File: src/rtl/move_ctrl.sv
// Direction-button front end for the snake model: press detection, reversal and
// no-op filtering, a 2-deep turn queue, and a speed-scaled movement step strobe.
module move_ctrl #(
    parameter int unsigned STEP_BASE = 25_000_000,
    parameter int unsigned STEP_DEC  = 2_500_000,
    parameter int unsigned STEP_MIN  = 5_000_000
) (
    input  logic       clk,
    input  logic       reset,
    input  logic       left,
    input  logic       right,
    input  logic       up,
    input  logic       down,
    input  logic       run,
    input  logic [2:0] speed_lvl,
    output logic       step,
    output logic [1:0] dir,
    output logic [1:0] q_level
);

    localparam int unsigned CNT_W  = 32;
    localparam int unsigned DIFF_W = 33;
    localparam int unsigned DIR_W  = 2;
    localparam int unsigned BTN_W  = 4;
    localparam int unsigned QCNT_W = 2;

    localparam logic [DIR_W-1:0] DIR_RIGHT = 2'b00;
    localparam logic [DIR_W-1:0] DIR_LEFT  = 2'b01;
    localparam logic [DIR_W-1:0] DIR_UP    = 2'b10;
    localparam logic [DIR_W-1:0] DIR_DOWN  = 2'b11;

    localparam logic [QCNT_W-1:0] Q_EMPTY = 2'd0;
    localparam logic [QCNT_W-1:0] Q_ONE   = 2'd1;
    localparam logic [QCNT_W-1:0] Q_FULL  = 2'd2;

    // Button vector order: {up, down, left, right}
    logic [BTN_W-1:0]  btn_now;
    logic [BTN_W-1:0]  btn_prev_q;
    logic [BTN_W-1:0]  press;

    logic              cand_vld;
    logic [DIR_W-1:0]  cand;
    logic [DIR_W-1:0]  ref_dir;
    logic [DIR_W-1:0]  ref_opp;
    logic              push;
    logic              pop;

    logic [DIR_W-1:0]  qe0_q, qe0_d;
    logic [DIR_W-1:0]  qe1_q, qe1_d;
    logic [QCNT_W-1:0] qcnt_q, qcnt_d;
    logic [QCNT_W-1:0] wr_idx;

    logic [DIR_W-1:0]  dir_q, dir_d;
    logic              step_q, step_d;

    logic [CNT_W-1:0]  cnt_q, cnt_d;
    logic [CNT_W-1:0]  per_q, per_d;
    logic [CNT_W-1:0]  per_calc;
    logic [CNT_W-1:0]  per_eff;
    logic signed [DIFF_W-1:0] per_diff;
    logic              wrap;

    assign btn_now = {up, down, left, right};
    assign press   = btn_now & ~btn_prev_q;

    // Single candidate per cycle, priority up > down > left > right
    always_comb begin
        cand_vld = |press;
        cand     = DIR_RIGHT;
        if (press[3]) begin
            cand = DIR_UP;
        end else if (press[2]) begin
            cand = DIR_DOWN;
        end else if (press[1]) begin
            cand = DIR_LEFT;
        end
    end

    // Signed period so a large speed level clamps instead of wrapping
    always_comb begin
        per_diff = $signed(DIFF_W'(STEP_BASE))
                 - $signed(DIFF_W'(speed_lvl)) * $signed(DIFF_W'(STEP_DEC));
        if (per_diff < $signed(DIFF_W'(STEP_MIN))) begin
            per_calc = CNT_W'(STEP_MIN);
        end else begin
            per_calc = per_diff[CNT_W-1:0];
        end
    end

    // Step counter; the period in force is re-latched whenever the counter sits at 0
    always_comb begin
        per_eff = (cnt_q == '0) ? per_calc : per_q;
        per_d   = per_eff;
        wrap    = run && (cnt_q == (per_eff - CNT_W'(1)));
        step_d  = wrap;
        if (!run) begin
            cnt_d = cnt_q;
        end else if (wrap) begin
            cnt_d = '0;
        end else begin
            cnt_d = cnt_q + CNT_W'(1);
        end
    end

    // Push filtering against the newest queued heading (pre-pop state)
    always_comb begin
        unique case (qcnt_q)
            Q_EMPTY: ref_dir = dir_q;
            Q_ONE:   ref_dir = qe0_q;
            default: ref_dir = qe1_q;
        endcase
        ref_opp = ref_dir ^ DIR_LEFT;
        push    = cand_vld && (cand != ref_dir) && (cand != ref_opp) && (qcnt_q != Q_FULL);
        pop     = wrap && (qcnt_q != Q_EMPTY);
    end

    // Queue update: pop shifts the tail forward, push lands after the surviving entries
    always_comb begin
        qe0_d  = qe0_q;
        qe1_d  = qe1_q;
        dir_d  = dir_q;
        wr_idx = qcnt_q - QCNT_W'(pop);
        if (pop) begin
            dir_d = qe0_q;
            qe0_d = qe1_q;
        end
        if (push) begin
            if (wr_idx == Q_EMPTY) begin
                qe0_d = cand;
            end else begin
                qe1_d = cand;
            end
        end
        qcnt_d = qcnt_q + QCNT_W'(push) - QCNT_W'(pop);
    end

    always_ff @(posedge clk) begin
        if (reset) begin
            btn_prev_q <= btn_now;
            qe0_q      <= DIR_RIGHT;
            qe1_q      <= DIR_RIGHT;
            qcnt_q     <= Q_EMPTY;
            dir_q      <= DIR_RIGHT;
            step_q     <= 1'b0;
            cnt_q      <= '0;
            per_q      <= per_calc;
        end else begin
            btn_prev_q <= btn_now;
            qe0_q      <= qe0_d;
            qe1_q      <= qe1_d;
            qcnt_q     <= qcnt_d;
            dir_q      <= dir_d;
            step_q     <= step_d;
            cnt_q      <= cnt_d;
            per_q      <= per_d;
        end
    end

    assign step    = step_q;
    assign dir     = dir_q;
    assign q_level = qcnt_q;

endmodule

File: config.mk
export PLATFORM = sky130hd
export DESIGN_NAME = move_ctrl
export DESIGN_NICKNAME = d
export VERILOG_FILES = /design/src/rtl/move_ctrl.sv
export SDC_FILE = /design/constraint.sdc
export NUM_CORES = 1
export LEC_CHECK = 0
export BUFFER_PORTS_ARGS = -buffer_cell sky130_fd_sc_hd__buf_2
export CORE_UTILIZATION = 50
export DETAILED_ROUTE_END_ITERATION = 8
export HOLD_SLACK_MARGIN = 0.15
export PLACE_DENSITY_LB_ADDON = 0.05
export SLEW_MARGIN = 0
export SYNTH_ARGS = -nofsm -noshare
export SYNTH_HDL_FRONTEND = slang
export SYNTH_SLANG_ARGS = --single-unit
File: constraint.sdc
create_clock -name clk -period 9.3 [get_ports clk]
set_input_delay 0.93 -clock clk [delete_from_list [all_inputs] [get_ports clk]]
set_output_delay 0.93 -clock clk [all_outputs]
set_load 0.01 [all_outputs]
Word-level counts from Yosys, hierarchy flattened
Cells that the tools add are included.
{"block": "totals", "elab_cells": 47, "inputBits": 10, "regBits": 77}
{"block": "classes", "order_cmp": 1, "muxes": 11, "reduce_logical": 11, "mul": 1, "n_bitwise": 4, "n_eq_ne": 5, "addsub": 6}
{"cell": "$mux W32", "count": 4}
{"cell": "$add A32 B1 Y32 const B", "count": 1}
{"cell": "$eq A32 B32 Y1", "count": 1}
{"cell": "$logic_not A32 Y1", "count": 1}
{"cell": "$sub A32 B1 Y32 const B", "count": 1}
{"cell": "$lt A26 B24 Y1 const B", "count": 1}
{"cell": "$sub A25 B25 Y26 const A", "count": 1}
{"cell": "$mul A3 B17 Y20 const B", "count": 1}
{"cell": "$mux W2", "count": 5}
{"cell": "$logic_and A1 B1 Y1", "count": 5}
{"cell": "$and A4 B4 Y4", "count": 1}
{"cell": "$logic_not A2 Y1", "count": 2}
{"cell": "$ne A2 B2 Y1", "count": 2}
{"cell": "$not A4 Y4", "count": 1}
{"cell": "$pmux W2 S2", "count": 1}
{"cell": "$reduce_or A4 Y1", "count": 1}
{"cell": "$sub A2 B1 Y2", "count": 2}
{"cell": "$add A2 B1 Y2", "count": 1}
{"cell": "$eq A2 B1 Y1 const B", "count": 1}
{"cell": "$ne A2 B2 Y1 const B", "count": 1}
{"cell": "$not A1 Y1", "count": 2}
{"cell": "$reduce_and A2 Y1", "count": 1}
{"cell": "$reduce_bool A2 Y1", "count": 1}
{"cell": "$mux W1", "count": 1}

Depth between registers and ports, before layout
Gate-level depths: netlist of the first run.
{"block": "depth", "depth_word": 13, "depth_mapped": 40}

Worst setup path after synthesis of the first run
OpenSTA, ideal clock, no wires.
{"block": "synth_path", "kind": "in2reg", "startpoint": "input speed_lvl[0]", "endpoint": "register qcnt_q[1], in the netlist q_level[1]", "t_arrival_ps": 8556, "cell_stages": 39, "slack_ps": 617, "n_path_buf": 4, "required_ps": 9173, "path_cell_list": "inv_1 > ha_1 > clkbuf_1 > inv_1 > ha_1 > fa_1 > xor2_1 > nor3b_1 > a211o_1 > buf_6 > o2111a_1 > or3_1 > o21ai_0 > o311ai_0 > o21ai_0 > a21oi_1 > nor4_1 > ha_1 > [... 3 more ...] > or2_2 > o41a_1 > nor3b_1 > o21ai_1 > or2_1 > clkbuf_1 > o31a_1 > o31a_1 > or4_1 > nor3_1 > nand3_1 > nor2_1 > ha_1 > inv_1 > ha_1 > xnor2_1 > xnor2_1 > nor2_1"}
{"block": "synth_via", "elab_chain_cells": 10}
{"item": "from (decl)", "line_no": "15", "text": "input logic [2:0] speed_lvl,"}
{"item": "$mul A3 B17 Y20 *", "line_no": "82", "text": "- $signed(DIFF_W'(speed_lvl)) * $signed(DIFF_W'(STEP_DEC));"}
{"item": "$sub A25 B25 Y26 *", "line_no": "82"}
{"item": "$lt A26 B24 Y1", "line_no": "83", "text": "if (per_diff < $signed(DIFF_W'(STEP_MIN))) begin"}
{"item": "$mux W32 *", "line_no": "83"}
{"item": "$mux W32 *", "line_no": "92", "text": "per_eff = (cnt_q == '0) ? per_calc : per_q;"}
{"item": "$sub A32 B1 Y32 *", "line_no": "94", "text": "wrap = run && (cnt_q == (per_eff - CNT_W'(1)));"}
{"item": "$eq A32 B32 Y1 *", "line_no": "94"}
{"item": "$logic_and A1 B1 Y1 *", "line_no": "94"}
{"item": "$logic_and A1 B1 Y1 *", "line_no": "114", "text": "pop = wrap && (qcnt_q != Q_EMPTY);"}
{"item": "named net pop", "line_no": "46", "text": "logic pop;"}
{"item": "$sub A2 B1 Y2 *", "line_no": "134", "text": "qcnt_d = qcnt_q + QCNT_W'(push) - QCNT_W'(pop);"}
{"item": "to (signal assigned)", "line_no": "151", "text": "qcnt_q <= qcnt_d;"}
{"item": "to (decl)", "line_no": "50", "text": "logic [QCNT_W-1:0] qcnt_q, qcnt_d;"}
The timed path passes the listed nets; every way through them passes the cells marked *.
A chain may end at the register's enable or synchronous reset.

Worst setup path after layout of the first run
{"block": "layout_path", "startpoint": "input speed_lvl[1]", "endpoint": "register qcnt_q[1], in the netlist q_level[1]"}
The elaborated chain is that of the path after synthesis.

==> summary.log, run 1 <==
INFO  route          route.detailed.wl_per_inst=18.1µm
INFO  grt            global_route.overflow_total=0
INFO  synthesis      synth_simple_gate_area_share=30.0%
INFO  synthesis      synth_seq_area_share=25.3%
INFO  synthesis      synth_commonest_cells=sky130_fd_sc_hd__nor2_1 (101), sky130_fd_sc_hd__dfxtp_1 (77), sky130_fd_sc_hd__nand2_1 (66)
INFO  synthesis      post-synth-top-area-fraction=25.3%
INFO  synthesis      synth_cell_types=88
INFO  grt            antenna_found_initial=0
INFO  synthesis      ys_seq_elements=77
INFO  synthesis      fraction_of_synthesized_area_in_multiplexers=3.54%
INFO  setup_path     timing.reg2reg.setup_slack=3590ps
INFO  route          drt_iter0_drc=488
INFO  synthesis      yosys.area_share.xor_xnor=13.9%
INFO  route          routed_wirelength=16900µm
INFO  finish         number_of_antenna_diodes=0
INFO  die            dieWidth=112µm
INFO  synthesis      synth_area_per_cell=7.84µm²
INFO  timing         fin_tns_setup=0ps
INFO  synthesis      synth.most_common_cell=sky130_fd_sc_hd__nor2_1
INFO  synthesis      synth_compound_gate_area_share=19.7%
INFO  setup_path     data_arrival_at_the_endpoint_of_the_critical_path=8990ps
INFO  timing         finalClockSkew=9.34ps
INFO  grt            grt_usage=28.3%
INFO  synthesis      synth_edf_count=0
INFO  finish         area.growth.synth_to_final=9.25%
INFO  hold_path      worstHoldStart=per_q[19]$_DFF_P_
INFO  power          static-leakage-power=2.58nW
INFO  grt            grt_start_max_net_pins=31
INFO  finish         finish.net_count=818
INFO  setup_path     critical-path-slowest-cell=sky130_fd_sc_hd__or4_1
INFO  timing         finalCriticalPeriod=8760ps
INFO  synthesis      synth_adder_area_share=4.03%
INFO  die            core_area=11700µm²
INFO  die            std_cell_rows=39
INFO  outcome        outcome=finished, violations left
INFO  finish         share_of_final_layout_standard_cells_stronger_than_drive_strength_1=9.82%
INFO  place          detailed_place_hpwl=13100µm
INFO  synthesis      synth.cell_area=6090µm²
INFO  route          num_vias=5839
INFO  place          placement.setup.worst_slack=222ps
INFO  power          power.ir.vdd_worst=0.000133V
INFO  die            design.portCount=15
INFO  setup_path     critPathRequiredTime=9530ps
INFO  clock_tree     cts-root-buf=sky130_fd_sc_hd__clkbuf_16
INFO  timing         max-slew-margin-rel=51.3%
INFO  die            design.die.area=12600µm²
INFO  timing         final-setup-viol-count=0
INFO  setup_path     critical_path.max_fanout=10
INFO  route          drt-pass1-iter-count=7
INFO  timing         worst_max_slew_pin_slew=726ps
INFO  setup_path     critPathMostFrequentCell=sky130_fd_sc_hd__ha_1
INFO  die            floorplan.initialDensity=52.2%
INFO  route          viasPerCell=6.23
INFO  setup_path     cpPeakStageDelay=550ps
INFO  synthesis      synthFlopType=sky130_fd_sc_hd__dfxtp_1
INFO  synthesis      synth_area_leaders=sky130_fd_sc_hd__dfxtp_1 (25%), sky130_fd_sc_hd__xnor2_1 (7.1%), sky130_fd_sc_hd__nor2_1 (6.2%), sky130_fd_sc_hd__xor2_1 (5.5%), sky130_fd_sc_hd__nand2_1 (4.1%)
INFO  flow_run       drv_cap=0
INFO  route          ant_nets=0
INFO  route          dr_wl_met3=929µm
INFO  timing         achievable-frequency=0.114GHz
INFO  setup_path     crit_start=speed_lvl[1]
INFO  hold_path      min_delay_path_depth=2
INFO  route          met2_wirelength=7740µm
INFO  hold_path      hold_path.class=reg2reg
INFO  synthesis      post_synth_inst_count=776
INFO  power          pwr_density_cell=160nW/µm²
INFO  synthesis      ys_warn_count=0
INFO  setup_path     rr_startpoint=cnt_q[0]$_SDFFE_PP0P_
INFO  timing         grt_setup_unrepaired=false
INFO  route          wirelength_met1=7930µm
INFO  clock_tree     maximum_buffer_depth_of_the_clock_tree=2
INFO  timing         min_period_over_period=94.2%
INFO  grt            via_count_of_the_first_global_routing_pass=5608
INFO  outcome        violations=design-rule violations
INFO  synthesis      asyncSetResetFlopFracSynth=0%
INFO  synthesis      synth_top_family_by_area=simple AND/OR/NAND/NOR gates
INFO  synthesis      synth_top_area_cell=sky130_fd_sc_hd__dfxtp_1
INFO  timing         worst_slack=536ps
INFO  grt            grt_first_pass_wirelength=28300µm
INFO  synthesis      syn-num-nets=805
INFO  clock_tree     clock_h_tree_levels=3
INFO  timing         timing.final.max_slew_violations=0
INFO  clock_tree     clk_transition_reported_paths=60ps
INFO  clock_tree     clock-sinks=77
INFO  die            floorplan.die.height=112µm
INFO  setup_path     rr_endpoint=q_level[1]$_SDFF_PP0_
INFO  setup_path     worstSetupPathType=in2reg
INFO  clock_tree     cts_buffers=9
INFO  setup_path     worstSetupEndpointType=flop
INFO  clock_tree     cts_tree=done
INFO  setup_path     startpoint_type_of_the_worst_setup_path=input port
INFO  place          port_buffers=14
INFO  setup_path     worst_r2r_path_depth=24
INFO  clock_tree     insertion_delay=350ps
INFO  hold_path      timing.hold.worst_endpoint=per_q[19]$_DFF_P_
INFO  route          dr.max_layer_used=met4
INFO  route          drc=1
INFO  place          routabilityCongestion=0.936
INFO  timing         timing_hold_violations_final=0
report_power, final:
| group | switching, mW | total, mW | internal [mW] | leakage, nW |
|---|---|---|---|---|
| clock | 0.141 | 0.349 | 0.208 | 0.136 |
| sequential | 0.0241 | 0.381 | 0.357 | 0.630 |
| combinational | 0.206 | 0.333 | 0.127 | 1.82 |
| total | 0.371 | 1.06 | 0.692 | 2.58 |
per-layer routing:
layer / GRT usage [%] / vias to the layer above
met3: 4.21 / 23
met2: 45.3 / 167
li1: - / 2860
met5: 0 / -
met4: 9.96 / 0
met1: 38.8 / 2789
repair_timing:
| action | 4_1_cts | 5_1_grt |
|---|---|---|
| resized for setup | 0 | 3 |
| hold buffers | 0 | 0 |
| setup endpoints to repair | 0 | 1 |
| setup buffers | 0 | 1 |
area by class of cell:
cell class                 instances  area (µm²)
tap                              143         179
fill                            1100        5010
timing repair buffer              36         235
multi-input combinational        648        4340
clock inverter                     5        58.8
inverter                          17        63.8
sequential                        77        1540
clock buffer                      11         233
state kept, by name (all words and copies together) (netlist names):
signal      count
btn_prev_q      4
cnt_q          32
dir             2
per_q          32
q_level         2
qe0_q           2
qe1_q           2
step            1
layout by cell type (no fill, tap or decap), drive strengths merged, types with 9 or more instances in the layout:
cell type and n:
nand2 66, nor3 19, a21oi 40, or3 13, nand3 33, nor4 17
o21ai 38, and3 17, o22ai 9, buf 36, dfxtp 77, xnor2 50
nor2 101, nor2b 9, inv 17, nand4 16, clkbuf 11, and4 9
xor2 40, mux2i 17, ha 18, a21o 9
worst max-delay path by stage:
stage | endpoint | slack (ps) | cells past startpoint
after global routing | q_level[1]$_SDFF_PP0_ | 4 | 37
final | q_level[1]$_SDFF_PP0_ | 540 | 37
after detailed placement | q_level[1]$_SDFF_PP0_ | 220 | 37
after CTS | q_level[1]$_SDFF_PP0_ | 570 | 37
after floorplan | q_level[1]$_SDFF_PP0_ | 620 | 39
after global placement | q_level[1]$_SDFF_PP0_ | 410 | 35
logic make-up (layout without fill, tap and decap cells):
| kind of cell | after synthesis | after routing |
|---|---|---|
| xor gates and xnor gates | 91 | 91 |
| DFF | 77 | 77 |
| muxes | 21 | 21 |
| buffers and inverters | 51 | 69 |
| adders and majority gates | 19 | 19 |
| and+or+nand+nor | 348 | 348 |
| AOI/OAI and AO/OA | 169 | 169 |
critical path: cells and delay by family:
kind / cells / cell delay (ps)
multiplexers: 1 / 130
buffers and inverters: 4 / 430
AND/OR/NAND/NOR: 12 / 3280
adder cells (fa/ha/maj): 5 / 1460
XOR/XNOR: 2 / 270
AO/OA/AOI/OAI: 13 / 2480
per-stage QoR:
step                utilization, %  cells  hold WS, ps  power (mW)  area [µm²]
floorplan                        -    776          425       0.629        6090
global placement              54.4    920          441       0.708        6340
detailed placement            54.4    920          450       0.712        6340
CTS                           56.9    936          459        1.06        6630
global route                  57.0    937          476        1.12        6650
finish                        57.0    937          459        1.06        6650
(Power assumes the default switching activity.)
==> inputs of run 2 (changes only) <==
- CORE_UTILIZATION: 50 -> 32
==> summary.log, run 2 (synthesis gave the netlist of run 1 again) <==
INFO  outcome        outcome=complete, no violations
INFO  timing         achievable-frequency=0.115GHz [+0.60%]
INFO  grt            global_route.overflow_total=0 [unchanged]
INFO  route          drt-pass1-iter-count=4 [-3]
INFO  setup_path     rr_endpoint=q_level[1]$_SDFF_PP0_
INFO  power          power.ir.vdd_worst=0.0000971V [-27%]
INFO  hold_path      worstHoldStart=per_q[19]$_DFF_P_
INFO  finish         number_of_antenna_diodes=0 [unchanged]
INFO  grt            grt_usage=20.2% [-8.1 points]
INFO  setup_path     startpoint_type_of_the_worst_setup_path=input port
INFO  grt            via_count_of_the_first_global_routing_pass=5630 [+0.39%]
INFO  finish         regArea=1540µm² [unchanged]
INFO  die            std_cell_rows=50 [+28%]
INFO  timing         worst_max_slew_pin_slew=681ps [-45.1 ps]
INFO  flow_run       drv_cap=0 [unchanged]
INFO  timing         max-slew-margin-rel=54.3% [+3.0 points]
INFO  route          ant_nets=0 [unchanged]
INFO  die            floorplan.die.height=140µm [+25%]
INFO  route          route.detailed.wl_per_inst=18.3µm [+1.3%]
INFO  setup_path     data_arrival_at_the_endpoint_of_the_critical_path=8940ps [-50 ps]
INFO  setup_path     worst_path_dominant_cell_family=simple AND/OR/NAND/NOR gates
INFO  clock_tree     clock_h_tree_levels=3 [unchanged]
INFO  finish         top_regs=cnt_q x32, per_q x32, btn_prev_q x4
INFO  finish         multi_input_area=4350µm² [+0.26%]
INFO  grt            antenna_found_initial=0 [unchanged]
INFO  clock_tree     number_of_hold_buffers_added_after_cts=0 [unchanged]
INFO  place          routabilityCongestion=0.866 [-7.4%]
INFO  setup_path     worstSetupPathType=in2reg
INFO  setup_path     timing.reg2reg.setup_slack=3820ps [+230 ps]
INFO  finish         area.growth.synth_to_final=13.3%
INFO  timing         timing.final.max_slew_violations=0 [unchanged]
INFO  clock_tree     clk_transition_reported_paths=60ps [about the same]
INFO  setup_path     rr_startpoint=cnt_q[0]$_SDFFE_PP0P_
INFO  setup_path     cpPeakStageDelay=610ps [+60 ps]
INFO  power          static-leakage-power=2.67nW [+3.2%]
INFO  die            design.portCount=15 [unchanged]
INFO  finish         instances_no_fill=1041 [+11%]
INFO  timing         finalClockSkew=12.2ps [+2.88 ps]
INFO  finish         fin_area=6900µm² [+3.7%]
INFO  clock_tree     maximum_buffer_depth_of_the_clock_tree=2 [unchanged]
INFO  place          detailed_place_hpwl=14900µm [+14%]
INFO  route          drt_iter0_drc=308 [-37%]
INFO  finish         finish.net_count=831 [+1.6%]
INFO  timing         fin_tns_setup=0ps [unchanged]
INFO  setup_path     critical-path-slowest-cell=sky130_fd_sc_hd__ha_1
INFO  timing         final-setup-viol-count=0 [unchanged]
INFO  route          drc=0 [-1]
INFO  die            core_area=18600µm² [+60%]
INFO  setup_path     cp.buffers_inverters=4 [unchanged]
INFO  clock_tree     cts_buffers=9 [unchanged]
INFO  timing         timing_hold_violations_final=0 [unchanged]
INFO  grt            grt_start_max_net_pins=41 [+32%]
INFO  clock_tree     cts_tree=done
INFO  finish         share_of_final_layout_standard_cells_stronger_than_drive_strength_1=11.8% [+1.9 points]
INFO  hold_path      timing.hold.worst_endpoint=per_q[19]$_DFF_P_
INFO  clock_tree     insertion_delay=350ps [about the same]
INFO  hold_path      hold_path.class=reg2reg
INFO  die            floorplan.initialDensity=32.6% [-20 points]
INFO  route          num_vias=5808 [-0.53%]
INFO  clock_tree     cts-root-buf=sky130_fd_sc_hd__clkbuf_16
INFO  die            dieWidth=140µm [+25%]
INFO  setup_path     worst_r2r_path_depth=22 [-8.3%]
INFO  finish         layout.cells.most_common=sky130_fd_sc_hd__nor2_1
INFO  setup_path     worstSetupEndpointType=flop
INFO  finish         fillerInstances=1934 [+76%]
INFO  power          pwr_density_cell=161nW/µm² [+0.50%]
INFO  die            design.die.area=19600µm² [+55%]
INFO  route          routed_wirelength=19100µm [+13%]
INFO  hold_path      min_delay_path_depth=2 [unchanged]
INFO  place          port_buffers=14 [unchanged]
INFO  finish         finish.utilization=37.0% [-20 points]
INFO  timing         finalCriticalPeriod=8710ps [-52.1 ps]
INFO  clock_tree     clock-sinks=77 [unchanged]
INFO  setup_path     critPathMostFrequentCell=sky130_fd_sc_hd__ha_1
INFO  route          viasPerCell=5.58 [-10%]
INFO  grt            grt_first_pass_wirelength=30900µm [+9.0%]
INFO  place          numPlacedInstances=1023 [+11%]
INFO  setup_path     critPathRequiredTime=9530ps [about the same]
INFO  setup_path     critical_path.max_fanout=11 [+1]
INFO  finish         most-common-layout-cells=sky130_fd_sc_hd__nor2_1 (101), sky130_fd_sc_hd__dfxtp_1 (77), sky130_fd_sc_hd__nand2_1 (66)
INFO  place          placement.cell_area=6540µm² [+3.2%]
INFO  timing         min_period_over_period=93.7% [-0.56 points]
## run 2: worst max-delay path by stage
| stage | start | to | slack [ps] | depth (start not counted) |
|---|---|---|---|---|
| floorplan | speed_lvl[0] | q_level[1]$_SDFF_PP0_ | 620 | 39 |
| global placement | speed_lvl[2] | q_level[1]$_SDFF_PP0_ | 460 | 36 |
| detailed placement | speed_lvl[0] | q_level[1]$_SDFF_PP0_ | 190 | 38 |
| CTS | speed_lvl[0] | q_level[1]$_SDFF_PP0_ | 570 | 38 |
| global route | speed_lvl[0] | q_level[1]$_SDFF_PP0_ | -8 | 36 |
| finish | speed_lvl[0] | q_level[1]$_SDFF_PP0_ | 590 | 35 |
## run 2: repair_timing
item | CTS | global route
resized for setup | 0 | 6
setup endpoints to repair | 0 | 1
setup buffers | 0 | 2
## run 2: layer usage
layer	part of all wire [%]	GRT usage (%)	vias to the layer above
met5	0	0	-
met4	1.6	5.67	0
met3	3.8	3.42	21
met2	45	32.5	124
met1	49	27.7	2771
li1	-	-	2892
## run 2: per-stage QoR
step,hold WS (ps),power (mW),setup slack [ps]
CTS,472,1.12,568
floorplan,425,0.629,617
global route,496,1.17,-8.20
global placement,436,0.730,458
finish,474,1.11,588
detailed placement,460,0.729,186
## run 2: worst register-to-register path, delay by kind of cell (launching register included)
family          cells  cell delay [ps]
simple gates       11             2730
fa+ha+maj           3              570
compound gates      2              550
buf+inv             3              500
flops               1              400
mux                 1              340
xor+xnor            2              280
## run 2: layout make-up
class | count | share of cell area (%)
Multi-Input combinational cell | 648 | 63.1
Sequential cell | 77 | 22.4
Timing Repair Buffer | 49 | 4.83
Tap cell | 234 | 4.25
Clock buffer | 10 | 3.47
Clock inverter | 6 | 1.12
Inverter | 17 | 0.925
## run 2: power by group
| group | total, mW | leakage, nW | switching [mW] | internal (mW) |
|---|---|---|---|---|
| Combinational | 0.348 | 1.88 | 0.215 | 0.133 |
| Sequential | 0.381 | 0.630 | 0.0242 | 0.357 |
| Clock | 0.379 | 0.154 | 0.158 | 0.221 |
| Total | 1.11 | 2.67 | 0.397 | 0.710 |
==> inputs of run 3 (changes only) <==
- CAP_MARGIN: unset -> 20
- PLACE_DENSITY_LB_ADDON: 0.05 -> unset
==> summary.log, run 3 (synthesis gave the netlist of run 1 again) <==
INFO  timing         finalClockSkew=8.12ps [-4.10 ps]
INFO  power          pwr_density_cell=153nW/µm² [-4.7%]
INFO  flow_run       drv_cap=0 [unchanged]
INFO  timing         achievable-frequency=0.116GHz [+0.86%]
INFO  clock_tree     insertion_delay=350ps [about the same]
INFO  route          drt_iter0_drc=454 [+47%]
INFO  grt            grt_first_pass_wirelength=27100µm [-12%]
INFO  place          numPlacedInstances=1009 [-1.4%]
INFO  setup_path     worstSetupPathType=in2reg
INFO  timing         min_period_over_period=92.9% [-0.80 points]
INFO  die            floorplan.initialDensity=32.6% [unchanged]
INFO  clock_tree     number_of_hold_buffers_added_after_cts=0 [unchanged]
INFO  route          routed_wirelength=16300µm [-15%]
INFO  route          num_vias=5652 [-2.7%]
INFO  clock_tree     cts_buffers=9 [unchanged]
INFO  clock_tree     clk_transition_reported_paths=60ps [about the same]
INFO  setup_path     data_arrival_at_the_endpoint_of_the_critical_path=8870ps [-70 ps]
INFO  setup_path     timing.reg2reg.setup_slack=3690ps [-130 ps]
INFO  timing         timing.final.max_slew_violations=0 [unchanged]
INFO  route          route.detailed.wl_per_inst=15.9µm [-13%]
INFO  route          drc=0 [unchanged]
INFO  setup_path     critPathRequiredTime=9530ps [about the same]
INFO  clock_tree     clock-sinks=77 [unchanged]
INFO  finish         number_of_antenna_diodes=0 [unchanged]
INFO  timing         timing_hold_violations_final=0 [unchanged]
INFO  hold_path      hold_path.class=reg2reg
INFO  die            core_area=18600µm² [unchanged]
INFO  setup_path     startpoint_type_of_the_worst_setup_path=input port
INFO  grt            antenna_found_initial=0 [unchanged]
INFO  timing         worst_max_slew_pin_slew=632ps [-49.1 ps]
INFO  outcome        outcome=complete, no violations
INFO  finish         share_of_final_layout_standard_cells_stronger_than_drive_strength_1=10.1% [-1.7 points]
INFO  route          ant_nets=0 [unchanged]
INFO  place          port_buffers=14 [unchanged]
INFO  grt            global_route.overflow_total=0 [unchanged]
INFO  finish         finish.utilization=36.2% [-0.83 points]
INFO  finish         finish.net_count=817 [-1.7%]
INFO  finish         most-common-layout-cells=sky130_fd_sc_hd__nor2_1 (100), sky130_fd_sc_hd__dfxtp_1 (77), sky130_fd_sc_hd__nand2_1 (66)
INFO  die            design.die.area=19600µm² [unchanged]
INFO  setup_path     critical_path.max_fanout=11 [unchanged]
INFO  power          static-leakage-power=2.57nW [-3.5%]
INFO  die            dieWidth=140µm [unchanged]
INFO  finish         area.growth.synth_to_final=10.8%
INFO  place          detailed_place_hpwl=12300µm [-17%]
INFO  finish         top_regs=cnt_q x32, per_q x32, btn_prev_q x4
INFO  die            std_cell_rows=50 [unchanged]
INFO  route          drt-pass1-iter-count=5 [+1]
INFO  place          routabilityCongestion=0.883 [+1.9%]
INFO  timing         fin_tns_setup=0ps [unchanged]
INFO  timing         finalCriticalPeriod=8640ps [-74.0 ps]
INFO  die            floorplan.die.height=140µm [unchanged]
INFO  setup_path     critical-path-slowest-cell=sky130_fd_sc_hd__ha_1
INFO  power          power.ir.vdd_worst=0.0000886V [-8.7%]
INFO  route          viasPerCell=5.50 [-1.4%]
INFO  timing         max-slew-margin-rel=57.7% [+3.4 points]
INFO  setup_path     worstSetupEndpointType=flop
INFO  setup_path     cpPeakStageDelay=640ps [+30 ps]
INFO  finish         instances_no_fill=1027 [-1.3%]
INFO  timing         grt_setup_unrepaired=false
INFO  power          post-layout-total-power=1.03mW [-6.9%]
INFO  grt            via_count_of_the_first_global_routing_pass=5323 [-5.5%]
INFO  clock_tree     maximum_buffer_depth_of_the_clock_tree=2 [unchanged]
INFO  finish         layout.cells.most_common=sky130_fd_sc_hd__nor2_1
INFO  clock_tree     clock_h_tree_levels=3 [unchanged]
INFO  clock_tree     cts_tree=done
INFO  timing         final-setup-viol-count=0 [unchanged]
INFO  die            design.portCount=15 [unchanged]
INFO  grt            grt_usage=17.2% [-3.0 points]
INFO  grt            grt_start_max_net_pins=44 [+7.3%]
INFO  clock_tree     cts-root-buf=sky130_fd_sc_hd__clkbuf_16
## run 3: power by group
group,internal (mW),switching [mW],total (mW)
combinational,0.128,0.199,0.327
sequential,0.357,0.0237,0.380
clock,0.180,0.144,0.324
total,0.665,0.366,1.03
## run 3: path summary, 6_finish.rpt
check	from	end	depth (start not counted)
max	speed_lvl[0]	q_level[1]$_SDFF_PP0_	35
min reg2reg	per_q[19]$_DFF_P_	per_q[19]$_DFF_P_	2
min	per_q[19]$_DFF_P_	per_q[19]$_DFF_P_	2
max reg2reg	cnt_q[0]$_SDFFE_PP0P_	cnt_q[25]$_SDFFE_PP0P_	21
## run 3: timing repair
| item | 4_1_cts | 5_1_grt |
|---|---|---|
| gates resized for setup | 0 | 6 |
| endpoints found under the hold margin | 0 | 0 |
| setup endpoints to repair | 0 | 31 |
| buffers inserted | 0 | 2 |
## run 3: area by class of cell
cell class | count | area (µm²)
tap | 234 | 293
timing repair buffer | 35 | 228
clock buffer | 10 | 229
multi-input combinational | 648 | 4350
clock inverter | 6 | 40.0
fill | 1997 | 11900
inverter | 17 | 63.8
sequential | 77 | 1540
## run 3: worst max-delay path: cells and delay by family
kind	cells	cell delay (ps)
and+or+nand+nor	12	3190
buffers and inverters	3	430
muxes	1	100
xor gates and xnor gates	3	530
AOI/OAI and AO/OA	12	2260
adders and majority gates	4	1410
## run 3: routing by layer
| metal | GRT usage, % | up-vias | share of wire [%] |
|---|---|---|---|
| li1 | - | 2869 | - |
| met1 | 23.4 | 2630 | 48 |
| met2 | 27.2 | 128 | 45 |
| met3 | 3.42 | 25 | 4.7 |
| met4 | 5.21 | 0 | 1.7 |
| met5 | 0 | - | 0 |
## run 3: through the flow
step | cell area [µm²] | hold slack [ps] | setup slack [ps]
2_1_floorplan | 6090 | 425 | 617
3_3_place_gp | 6440 | 440 | 406
3_5_place_dp | 6440 | 450 | 222
4_1_cts | 6710 | 468 | 561
5_1_grt | 6740 | 487 | 33.5
6_report | 6740 | 460 | 662
